## config.mk

```make
export PLATFORM = sky130hd
export DESIGN_NAME = pwr_fault_blink_sched
export DESIGN_NICKNAME = d
export VERILOG_FILES = /design/src/rtl/pwr_led_pkg.sv /design/src/rtl/ms_tick_gen.sv /design/src/rtl/pwr_fault_blink_sched.sv
export SDC_FILE = /design/constraint.sdc
export NUM_CORES = 1
export LEC_CHECK = 0
export CAP_MARGIN = 20
export CORE_ASPECT_RATIO = 1.2
export CORE_MARGIN = 4
export CORE_UTILIZATION = 46
export CTS_CLUSTER_DIAMETER = 80
export DETAILED_ROUTE_END_ITERATION = 10
export GPL_ROUTABILITY_DRIVEN = 0
export MAX_ROUTING_LAYER = met4
export PLACE_DENSITY_LB_ADDON = 0.3
export SLEW_MARGIN = 20
export SYNTH_ARGS = -nofsm -noshare
export SYNTH_HDL_FRONTEND = slang
export SYNTH_SLANG_ARGS = --single-unit
```

## constraint.sdc

```tcl
create_clock -name sys_clk -period 4.75 [get_ports sys_clk]
set_input_delay 0.475 -clock sys_clk [delete_from_list [all_inputs] [get_ports sys_clk]]
set_output_delay 0.475 -clock sys_clk [all_outputs]
set_load 0.02 [all_outputs]
```

## src/rtl/pwr_led_pkg.sv

```systemverilog
// pwr_led_pkg: shared FSM state type and width helpers for the front-panel fault LED logic.
//   Contents: state_e (IDLE/PICK/ON/OFF/GAP), MAX_FAULTS, CODE_W, max3() width helper.
package pwr_led_pkg;
   typedef enum logic [2:0] {IDLE, PICK, ON, OFF, GAP} state_e;
   localparam int MAX_FAULTS = 15;
   localparam int CODE_W     = $clog2(MAX_FAULTS + 1);
   function automatic int max3(input int a, input int b, input int c);
      int m;
      m = (a > b) ? a : b;
      return (m > c) ? m : c;
   endfunction
endpackage

```

## src/rtl/ms_tick_gen.sv

```systemverilog
// ms_tick_gen: CLK_PER_MS prescaler producing a 1-cycle millisecond tick.
//   sys_clk   in  system clock
//   reset_n   in  asynchronous active-low reset
//   restart_i in  synchronous restart; count is 0 in the cycle after it is seen
//   ms_tick_o out high for one cycle every CLK_PER_MS cycles
module ms_tick_gen #(
   parameter int CLK_PER_MS = 25000
) (
   input  logic sys_clk,
   input  logic reset_n,
   input  logic restart_i,
   output logic ms_tick_o
);
   localparam int CW = $clog2(CLK_PER_MS + 1);
   localparam logic [CW-1:0] LAST = CW'(CLK_PER_MS - 1);
   logic [CW-1:0] cnt_q, cnt_d;
   assign ms_tick_o = (cnt_q == LAST);
   assign cnt_d     = (restart_i || ms_tick_o) ? '0 : cnt_q + 1'b1;
   always_ff @(posedge sys_clk or negedge reset_n) begin
      if (!reset_n) cnt_q <= '0;
      else          cnt_q <= cnt_d;
   end
endmodule

```

## src/rtl/pwr_fault_blink_sched.sv

```systemverilog
// pwr_fault_blink_sched: sticky power-fault latches, round-robin blink-code player and 1 Hz LED clock.
//   sys_clk          in  system clock
//   reset_n          in  asynchronous active-low reset
//   fault_in         in  level fault sources, synchronous to sys_clk
//   fault_clr        in  1-cycle pulse clearing all latches (wins over fault_in)
//   onehz_clk        out free-running square wave, half-period HZ_HALF_MS ms
//   power_fault      out registered OR of latched faults
//   fault_blink_code out blink pattern, 1 = LED on
//   cur_code         out code being played (index+1), 0 when idle
//   fault_latched    out sticky fault latches
module pwr_fault_blink_sched
   import pwr_led_pkg::*;
#(
   parameter int NUM_FAULTS = 8,
   parameter int CLK_PER_MS = 25000,
   parameter int ON_MS      = 250,
   parameter int OFF_MS     = 250,
   parameter int GAP_MS     = 1500,
   parameter int HZ_HALF_MS = 500
) (
   input  logic                  sys_clk,
   input  logic                  reset_n,
   input  logic [NUM_FAULTS-1:0] fault_in,
   input  logic                  fault_clr,
   output logic                  onehz_clk,
   output logic                  power_fault,
   output logic                  fault_blink_code,
   output logic [CODE_W-1:0]     cur_code,
   output logic [NUM_FAULTS-1:0] fault_latched
);
   localparam int TW = $clog2(max3(ON_MS, OFF_MS, GAP_MS) + 1);
   localparam int HW = $clog2(HZ_HALF_MS + 1);
   localparam logic [HW-1:0]     HZ_LAST  = HW'(HZ_HALF_MS - 1);
   localparam logic [CODE_W-1:0] LAST_IDX = CODE_W'(NUM_FAULTS - 1);
   localparam logic [CODE_W:0]   NF       = (CODE_W + 1)'(NUM_FAULTS);

   logic [NUM_FAULTS-1:0] latched_q, latched_d;
   logic                  pf_q;
   logic                  hz_tick, hz_q;
   logic [HW-1:0]         hz_cnt_q;
   logic                  ph_tick, ph_restart, ph_done;
   logic [TW-1:0]         ph_ms_q, ph_len;
   state_e                state_q;
   logic [CODE_W-1:0]     rr_q, pulse_q, code_q;
   logic                  blink_q;
   logic [CODE_W-1:0]     start_idx, off, pick_idx;
   logic [NUM_FAULTS-1:0] rot;
   logic [CODE_W:0]       sum;

   assign latched_d = fault_clr ? '0 : (latched_q | fault_in);

   always_ff @(posedge sys_clk or negedge reset_n) begin
      if (!reset_n) begin
         latched_q <= '0;
         pf_q      <= 1'b0;
      end else begin
         latched_q <= latched_d;
         pf_q      <= |latched_d;
      end
   end

   // onehz prescaler is never restarted so the WAIT/denied blink stays steady
   ms_tick_gen #(.CLK_PER_MS(CLK_PER_MS)) u_hz_tick (
      .sys_clk  (sys_clk),
      .reset_n  (reset_n),
      .restart_i(1'b0),
      .ms_tick_o(hz_tick)
   );

   always_ff @(posedge sys_clk or negedge reset_n) begin
      if (!reset_n) begin
         hz_cnt_q <= '0;
         hz_q     <= 1'b0;
      end else if (hz_tick) begin
         hz_cnt_q <= (hz_cnt_q == HZ_LAST) ? '0 : hz_cnt_q + 1'b1;
         hz_q     <= (hz_cnt_q == HZ_LAST) ? ~hz_q : hz_q;
      end
   end

   // Restarting in IDLE/PICK and on every expiry zeroes the timer on the first cycle of each phase
   ms_tick_gen #(.CLK_PER_MS(CLK_PER_MS)) u_ph_tick (
      .sys_clk  (sys_clk),
      .reset_n  (reset_n),
      .restart_i(ph_restart),
      .ms_tick_o(ph_tick)
   );

   assign ph_len     = (state_q == ON) ? TW'(ON_MS) : (state_q == OFF) ? TW'(OFF_MS) : TW'(GAP_MS);
   assign ph_done    = (state_q inside {ON, OFF, GAP}) && ph_tick && (ph_ms_q == ph_len - 1'b1);
   assign ph_restart = (state_q == IDLE) || (state_q == PICK) || ph_done;

   always_ff @(posedge sys_clk or negedge reset_n) begin
      if (!reset_n)        ph_ms_q <= '0;
      else if (ph_restart) ph_ms_q <= '0;
      else if (ph_tick)    ph_ms_q <= ph_ms_q + 1'b1;
   end

   // Rotate the latches so the search starts just above rr_q, then unrotate the hit
   assign start_idx = (rr_q == LAST_IDX) ? '0 : rr_q + 1'b1;
   assign rot       = NUM_FAULTS'({latched_q, latched_q} >> start_idx);
   always_comb begin
      off = '0;
      for (int k = NUM_FAULTS - 1; k >= 0; k--)
         if (rot[k]) off = CODE_W'(k);
   end
   assign sum      = {1'b0, start_idx} + {1'b0, off};
   assign pick_idx = (sum >= NF) ? CODE_W'(sum - NF) : sum[CODE_W-1:0];

   always_ff @(posedge sys_clk or negedge reset_n) begin
      if (!reset_n) begin
         state_q <= IDLE;
         rr_q    <= LAST_IDX;
         pulse_q <= '0;
         code_q  <= '0;
         blink_q <= 1'b0;
      end else if (latched_q == '0) begin
         state_q <= IDLE;
         code_q  <= '0;
         blink_q <= 1'b0;
      end else begin
         case (state_q)
            IDLE: state_q <= PICK;
            PICK: begin
               rr_q    <= pick_idx;
               code_q  <= pick_idx + 1'b1;
               pulse_q <= pick_idx + 1'b1;
               state_q <= ON;
               blink_q <= 1'b1;
            end
            ON: if (ph_done) begin
               pulse_q <= pulse_q - 1'b1;
               state_q <= OFF;
               blink_q <= 1'b0;
            end
            OFF: if (ph_done) begin
               state_q <= (pulse_q == '0) ? GAP : ON;
               blink_q <= (pulse_q != '0);
            end
            GAP: if (ph_done) state_q <= PICK;
            default: begin
               state_q <= IDLE;
               blink_q <= 1'b0;
            end
         endcase
      end
   end

   assign onehz_clk        = hz_q;
   assign power_fault      = pf_q;
   assign fault_blink_code = blink_q;
   assign cur_code         = code_q;
   assign fault_latched    = latched_q;
endmodule
```

==> results.ini <==
[run_status]
run_status=finished, final reports clean

[cts]
clk_pin_slew_ps=60
cts_max_level=3
cts_buffers=9
cts_resized=0
cts-root-buf=clkbuf_16
cts_hold_buf=0
cts_tree=done
cts_setup_buffers=0
insertion_delay_ps=330
clockBufferDepth=2
cts.sinks=76

[finish]
utilization=0.536
antenna_cells=0
fin_area_sq_mm=0.00508
drive_gt1_frac=0.0809
multi_input_area_sq_mm=0.00242
final_cells=642
nFillCells=851
final_nets=535
regArea_sq_mm=0.00191
area_growth_pct=14.1

[placed_design]
port_buffers=25
dpl_worst_slack_ps=225
dp_hpwl_microns=6410
place_inst=626
postPlaceCellArea_sq_mm=0.00480

[synthesis]
synthFlopType=dfrtp_1
ys_types=66
ys_seq_area_frac=0.428
netlist_area_sq_mm=0.00445
synth_area_leaders=dfrtp_1, nor2_1, xor2_1
syn_inst=496
yosysTopAreaCell=dfrtp_1
synth_top_area_frac=0.410
synth_nets=517
ys_warn_count=0
synthArstFlopShare=1.00
syn_area_per_cell_sq_um=8.98
ys_ff_latch=76
synth-edff-count=0

[power]
power_mw=3.04
p_leak_nw=2.14
powerDensity_mw_per_mm2=599
ir_drop_mv=0.310

[worst_setup_path]
r2r_cells=14
path_class=register to register
required_ps=5010
crit_fanout=19
worstSetupEndpointType=register
crit_arrival_ps=4730
reg2reg_to=pulse_q[3]$_DFFE_PN0P_
startpoint_type=register
reg2reg_slack_ps=280
reg2reg_from=rr_q[0]$_DFFE_PN1P_

[timing]
worst_slack_ps=280
hold_ws_ps=274
finalHoldViolCount=0
fin_setup_tns_ps=0
finalMaxSlewViolations=0
max_freq_ghz=0.224
finalSetupViolations=0
rsz0062_at_grt=no
skew_ps=4.20
min_period_over_period=0.941
worst_slew_pin_slew_ps=935
maxSlewHeadroom=0.377
fin_crit_ps=4470

[grt]
grt_pass1_vias=3404
grt_pass1_wl_microns=15500
overflow=0
grt_usage=0.172
antenna_found_initial=0
grt_max_degree=77

[floorplan]
core_sq_mm=0.00947
num_io_pins=26
die_area_sq_mm=0.0113
initial_core_util=0.470
die_y_microns=116
die_x_microns=97.8
fp-row-count=39

[detailed_routing]
ant_nets=0
drt_iter0_drc=222
avgRoutedWirePerCell_microns=14.1
dr_total_vias=3617
viasPerCell=5.63
first_pass_iters=5
wl_microns=9070
drc_errors=0

[job]
cap_violations=0

[min_path]
hold_path.class=input port to asynchronous set/reset pin

==> cells in the final DEF, fill, tap and decap left out, drive strengths merged, types with 10 or more instances in the layout <==
cell           instances
nand2                 52
clkbuf                10
nand4                 10
nor2                  79
a21oi                 13
nor4                  10
nand3                 25
xnor2                 16
clkdlybuf4s50         24
dfrtp                 73
o21ai                 25
and3                  10
xor2                  23
a31oi                 10
nand2b                12
inv                   13
==> synthesized netlist by cell type, types with 5 or more instances <==
cell type  instances
inv_1             12
xnor2_1           16
clkbuf_1          17
nor3_1             8
nand4_1           10
a31oi_1           10
nand2b_1          12
and3_1            10
mux2i_1            9
nand2_1           52
nand4b_1           6
nor4_1             9
o211ai_1           5
ha_1               9
a21oi_1           12
dfrtp_1           73
nor2b_1            5
nand3_1           25
xor2_1            23
nor2_1            77
o21ai_0           21
==> routing by layer <==
| metal | global-route usage | wire [microns] |
|---|---|---|
| met5 | - | 0 |
| met4 | 0.0619 | 157 |
| met3 | 0.0439 | 365 |
| met2 | 0.272 | 4330 |
| met1 | 0.216 | 4220 |
==> cells by family (layout without fill, tap and decap cells) <==
family | Yosys count | in the layout | synth area share
simple gates | 239 | 239 | 0.269
compound gates | 83 | 83 | 0.128
flops | 76 | 76 | 0.428
xor+xnor | 39 | 39 | 0.0767
buf+inv | 35 | 58 | 0.0312
mux | 14 | 14 | 0.0379
fa+ha+maj | 10 | 10 | 0.0298
==> worst max-delay path by stage <==
stage | startpoint | slack (ps) | to
3_5_place_dp | rr_q[0]$_DFFE_PN1P_ | 220 | pulse_q[3]$_DFFE_PN0P_
4_1_cts | rr_q[0]$_DFFE_PN1P_ | 200 | pulse_q[3]$_DFFE_PN0P_
2_1_floorplan | rr_q[1]$_DFFE_PN1P_ | 790 | cur_code[3]$_DFFE_PN0P_
3_3_place_gp | rr_q[0]$_DFFE_PN1P_ | 400 | cur_code[3]$_DFFE_PN0P_
5_1_grt | rr_q[0]$_DFFE_PN1P_ | 40 | cur_code[3]$_DFFE_PN0P_
6_report | rr_q[0]$_DFFE_PN1P_ | 280 | pulse_q[3]$_DFFE_PN0P_
==> sequential cells by signal (all words and copies together), names as in the netlist <==
name              cells
fault_blink_code      1
pulse_q               4
hz_cnt_q              9
power_fault           1
fault_latched         8
rr_q                  4
u_hz_tick.cnt_q      15
u_ph_tick.cnt_q      15
ph_ms_q              11
onehz_clk             1
state_q               3
cur_code              4
==> final cells by class <==
class | instances | area share
Clock buffer | 10 | 0.0471
Multi-Input combinational cell | 385 | 0.476
Clock inverter | 6 | 0.00789
Tap cell | 123 | 0.0303
Sequential cell | 76 | 0.375
Timing Repair Buffer | 28 | 0.0532
Inverter | 14 | 0.0103
==> report_power, final <==
group          internal, mW  total (mW)  switching, mW
combinational         0.655        1.55          0.899
sequential            0.738       0.861          0.123
clock                 0.365       0.627          0.262
total                  1.76        3.04           1.28
==> worst max-delay path, cell delays in order (launching register included) <==
cell,delay (ps)
dfstp_2,760
ha_2,240
and3b_1,330
nor2_4,120
mux4_2,480
and2_1,170
o41a_1,370
a21oi_4,240
nand2_1,90
fa_1,440
nor4bb_1,380
o21ai_0,170
a211o_1,290
o311a_1,140
a31oi_1,170
(Power assumes the default switching activity.)
==> RTL edit 1: new RTL, same settings <==
Set the parameter `ON_MS` to 500 (it was 250).
--- a/src/rtl/pwr_fault_blink_sched.sv
+++ b/src/rtl/pwr_fault_blink_sched.sv
@@ -13,7 +13,7 @@
 #(
    parameter int NUM_FAULTS = 8,
    parameter int CLK_PER_MS = 25000,
-   parameter int ON_MS      = 250,
+   parameter int ON_MS      = 500,
    parameter int OFF_MS     = 250,
    parameter int GAP_MS     = 1500,
    parameter int HZ_HALF_MS = 500
Formal check against the unedited RTL: no difference found for any inputs over 10 cycles, from zero or initial values and one cycle with reset_n low; that may be too few to reach the edited logic, so the function may still have changed.
==> RTL edit 1 against the original RTL <==
Routed wire length rose by 7.3%. Power rose by 12%. Final cell count rose by 2.6%. Global-route usage rose by 0.88 points. Non-clock buffer count did not move. Cell area rose by 2.7%. Hold slack improved by 0.0094 ns. Worst setup slack improved by 0.021 ns. Synthesized cell count rose by 3.8%. Die area rose by 3.4%. Area after synthesis rose by 3.7%. Sequential share of layout area fell by 0.98 points. Sequential cell count did not move. Critical endpoint unchanged. Largest cell class unchanged.
==> RTL edit 1: results (changes against the original RTL) <==
| Metric | Value |
|---|---|
| Peak VDD IR | `344 uV (+11%)` |
| Synth warn | `0 (unchanged)` |
| Post-DP HPWL | `6.92 mm (+8.0%)` |
| Worst Setup End Kind | `register` |
| Syn_nets | `537 (+3.9%)` |
| Crit path max fanout | `22 (+3)` |
| Net Switching | `1490 uW (+16%)` |
| Drt pass-1 iters | `4 (-1)` |
| Global-route wire length before repair | `16.8 mm (+8.8%)` |
| Leakage power of the design | `0.00222 uW (+3.7%)` |
| Fraction of registers with async set/reset | `100% (unchanged)` |
| R2R setup slack | `0.30 ns (+0.02 ns)` |
| CP delay by family, top | `compound AO/OA/AOI/OAI gates` |
| Leading registers by flop count | `u_hz_tick.cnt_q x15, u_ph_tick.cnt_q x15, ph_ms_q x11` |
| Synth cell types | `73 (+11%)` |
| Worst path max stage delay | `0.82 ns (+0.06 ns)` |
| Filler cells | `879 (+3.3%)` |
| Fin nets | `554 (+3.6%)` |
| Total Wirelength | `9.73 mm (+7.3%)` |
| Crit path arrival time | `4.70 ns (-0.03 ns)` |
| Synth cell count leaders | `nor2_1 (80), dfrtp_1 (73), nand2_1 (51)` |
| Layout cells sized above 1 | `9.14% (+1.0 points)` |
| Clk_skew | `0.00443 ns (+0.000230 ns)` |
| Seq pwr share | `26.4% (-1.9 points)` |
| Largest cells by area after synthesis | `dfrtp_1 (40%), nor2_1 (6.5%), xor2_1 (4.6%)` |
| Largest net degree at the start of global routing | `77 (unchanged)` |
| Reg2reg path depth | `19 (+5)` |
| Clock transition at path regs | `0.05 ns` |
| Number of global-route vias before repair | `3676 (+8.0%)` |
| Post-CTS Setup Bufs | `0 (unchanged)` |
| Via density | `5.71 (+1.4%)` |
| CTS H-tree depth | `3 (unchanged)` |
| Number of DRC markers in iteration 0 | `228 (+2.7%)` |
| Logic pwr share | `55.7% (+4.6 points)` |
| Status | `finished, final reports clean` |
| Slew headroom | `38.7% (+1.1 points)` |
| Tot GR Track Use | `18.1% (+0.88 points)` |
| Sequential area share after synthesis | `41.3% (-1.5 points)` |
==> RTL edit 1: area by class of cell <==
type / count / area share, %
clock inverters: 2 / 0.192
clock buffers: 13 / 4.99
multi-input cells: 402 / 49.1
well taps: 123 / 2.95
repair buffers: 28 / 5.18
inverters: 15 / 1.08
flip-flops and latches: 76 / 36.5
==> RTL edit 1: per-stage QoR <==
stage | worst slack (ns) | total power, uW | instance area (um^2) | util, % | std cells
5_1_grt | 0.0103 | 3680 | 5210 | 54.0 | 659
2_1_floorplan | 0.966 | 2370 | 4620 | - | 515
3_5_place_dp | 0.301 | 2770 | 4940 | 51.2 | 644
4_1_cts | 0.289 | 3420 | 5210 | 53.9 | 659
3_3_place_gp | 0.446 | 2760 | 4940 | 51.2 | 644
6_report | 0.301 | 3410 | 5210 | 54.0 | 659
==> RTL edit 1: layer usage <==
metal,vias up,routed length [um],GRT usage [%]
met5,-,0,-
li1,1868,-,-
met3,23,213,3.91
met1,1816,4280,21.8
met4,0,237,7.86
met2,59,5000,29.1
==> RTL edit 1: kinds of logic (layout without fill, tap and decap cells) <==
logic type | Yosys count | count (layout) | share of synthesized area (%)
compound gates | 99 | 99 | 14.7
xor+xnor | 40 | 40 | 7.75
fa+ha+maj | 11 | 11 | 3.14
buf+inv | 37 | 58 | 3.52
flops | 76 | 76 | 41.3
mux | 16 | 16 | 4.12
simple gates | 236 | 236 | 25.5
==> RTL edit 1: worst min path at each step <==
stage                              end  slack (ns)
global placement    u_hz_tick.cnt_q[0]        0.47
global route        u_hz_tick.cnt_q[5]        0.37
finish              u_hz_tick.cnt_q[5]        0.28
CTS                        power_fault        0.32
floorplan                  cur_code[0]        0.18
detailed placement  u_ph_tick.cnt_q[0]        0.48
==> RTL edit 2: new RTL, config.mk and constraints unchanged <==
Without the edit above. Put one more register stage on the output `fault_latched`, cleared by the reset. The value now appears one clock later. The other outputs are not delayed to match.
--- a/src/rtl/pwr_fault_blink_sched.sv
+++ b/src/rtl/pwr_fault_blink_sched.sv
@@ -149,5 +149,11 @@
    assign power_fault      = pf_q;
    assign fault_blink_code = blink_q;
    assign cur_code         = code_q;
-   assign fault_latched    = latched_q;
+   always_ff @(posedge sys_clk or negedge reset_n) begin
+      if (!reset_n) begin
+         fault_latched <= '0;
+      end else begin
+         fault_latched <= latched_q;
+      end
+   end
 endmodule
Formal check against the unedited RTL: not equivalent (a bounded check fails within 4 cycles, from zero or initial values and one cycle with reset_n low).
==> RTL edit 2 against the original RTL <==
Power is 14% higher. Global-route usage grew 0.13 points. Worst setup slack improved by 0.019 ns. Combinational power rose by 22%. Core utilization is 1.4 points higher. Clock skew increased by 0.0013 ns. Clock power is 7.8% higher. Area after synthesis rose by 3.0%. Sequential share of layout area rose by 2.3 points. Cell area up 4.2%. Routed wire length up 1.3%. Sequential cell count increased by 8. Via count is 0.86% lower.
==> RTL edit 2: results (changes against the original RTL) <==
| Metric | Value |
|---|---|
| M2 GR Usage | `27.7% (+0.53 points)` |
| Drt pass-1 iters | `4 (-1)` |
| Total Wirelength | `9.19 mm (+1.3%)` |
| Crit path max fanout | `9 (-10)` |
| Met3 routed WL | `273 um (-25%)` |
| Largest net degree at the start of global routing | `85 (+10%)` |
| Synth cell types | `64 (-3.0%)` |
| Global routing usage on met3 | `3.03% (-1.4 points)` |
| Leakage power of the design | `0.00234 uW (+9.6%)` |
| Peak VDD IR | `458 uV (+48%)` |
| Placed Area | `0.00498 mm^2 (+3.8%)` |
| Fin nets | `538 (+0.56%)` |
| Global-route wire length before repair | `16.2 mm (+4.9%)` |
| M1 wire length | `4.08 mm (-3.3%)` |
| P_int | `2030 uW (+15%)` |
| Filler cells | `839 (-1.4%)` |
| Post-DP HPWL | `6.57 mm (+2.5%)` |
| Tot GR Track Use | `17.3% (+0.13 points)` |
| M1 GR Usage | `21.3% (-0.31 points)` |
| CP max-delay cell | `mux4_1` |
| Clock Power | `676 uW (+7.8%)` |
| Seq. pwr | `906 uW (+5.2%)` |
| Layout cells sized above 1 | `8.45% (+0.35 points)` |
| Slew headroom | `45.2% (+7.5 points)` |
| Met2 wire len | `4.64 mm (+7.2%)` |
| Status | `finished, final reports clean` |
| CP delay by family, top | `simple AND/OR/NAND/NOR gates` |
| Number of DRC markers in iteration 0 | `252 (+14%)` |
| Syn_nets | `509 (-1.5%)` |
[RTL edit 2: changes by cell type after synthesis, sizes merged, moves of 4 or more]
cell,before,now
a31oi,10,5
nor2,79,89
o21ai,25,15
dfrtp,73,81
xor2,23,28
a32o,4,0
nand2,52,46
clkbuf,17,11
[RTL edit 2: cells by family (layout without fill, tap and decap cells)]
logic type	after synthesis	count (layout)	share of synthesized area, %
xor gates and xnor gates	44	44	8.41
AOI/OAI and AO/OA	63	63	9.69
adders and majority gates	10	10	2.89
and+or+nand+nor	244	244	26.1
buffers and inverters	29	62	2.78
muxes	14	14	4.15
DFF	84	84	45.9
[RTL edit 2: layout make-up]
type	instances	area [um^2]	area share, %
multi-input cells	375	2380	44.9
well taps	123	154	2.91
repair buffers	35	327	6.17
clock buffers	13	250	4.73
flip-flops and latches	84	2110	39.8
inverters	12	45.0	0.851
clock inverters	2	35.0	0.662
[RTL edit 2: through the flow]
step | setup WS [ns] | std cells | total power, uW
after global placement | 0.370 | 628 | 2650
after floorplan | 0.340 | 488 | 2230
after CTS | 0.242 | 643 | 3390
after detailed placement | 0.247 | 628 | 2700
after global routing | 0.0273 | 644 | 3720
final | 0.299 | 644 | 3470
[RTL edit 2: path summary, 6_finish.rpt]
kind | from | endpoint | slack [ns] | depth (start not counted)
min in group sys_clk | u_ph_tick.cnt_q[0] | u_ph_tick.cnt_q[0] | 0.46 | 1
worst min register to register | u_ph_tick.cnt_q[0] | u_ph_tick.cnt_q[0] | 0.46 | 1
worst min-delay path | reset_n | hz_cnt_q[6] | 0.19 | 1
worst max-delay path | rr_q[1] | cur_code[3] | 0.30 | 15
worst max register to register | rr_q[1] | cur_code[3] | 0.30 | 15
max in group asynchronous | reset_n | u_ph_tick.cnt_q[9] | 4.08 | 1
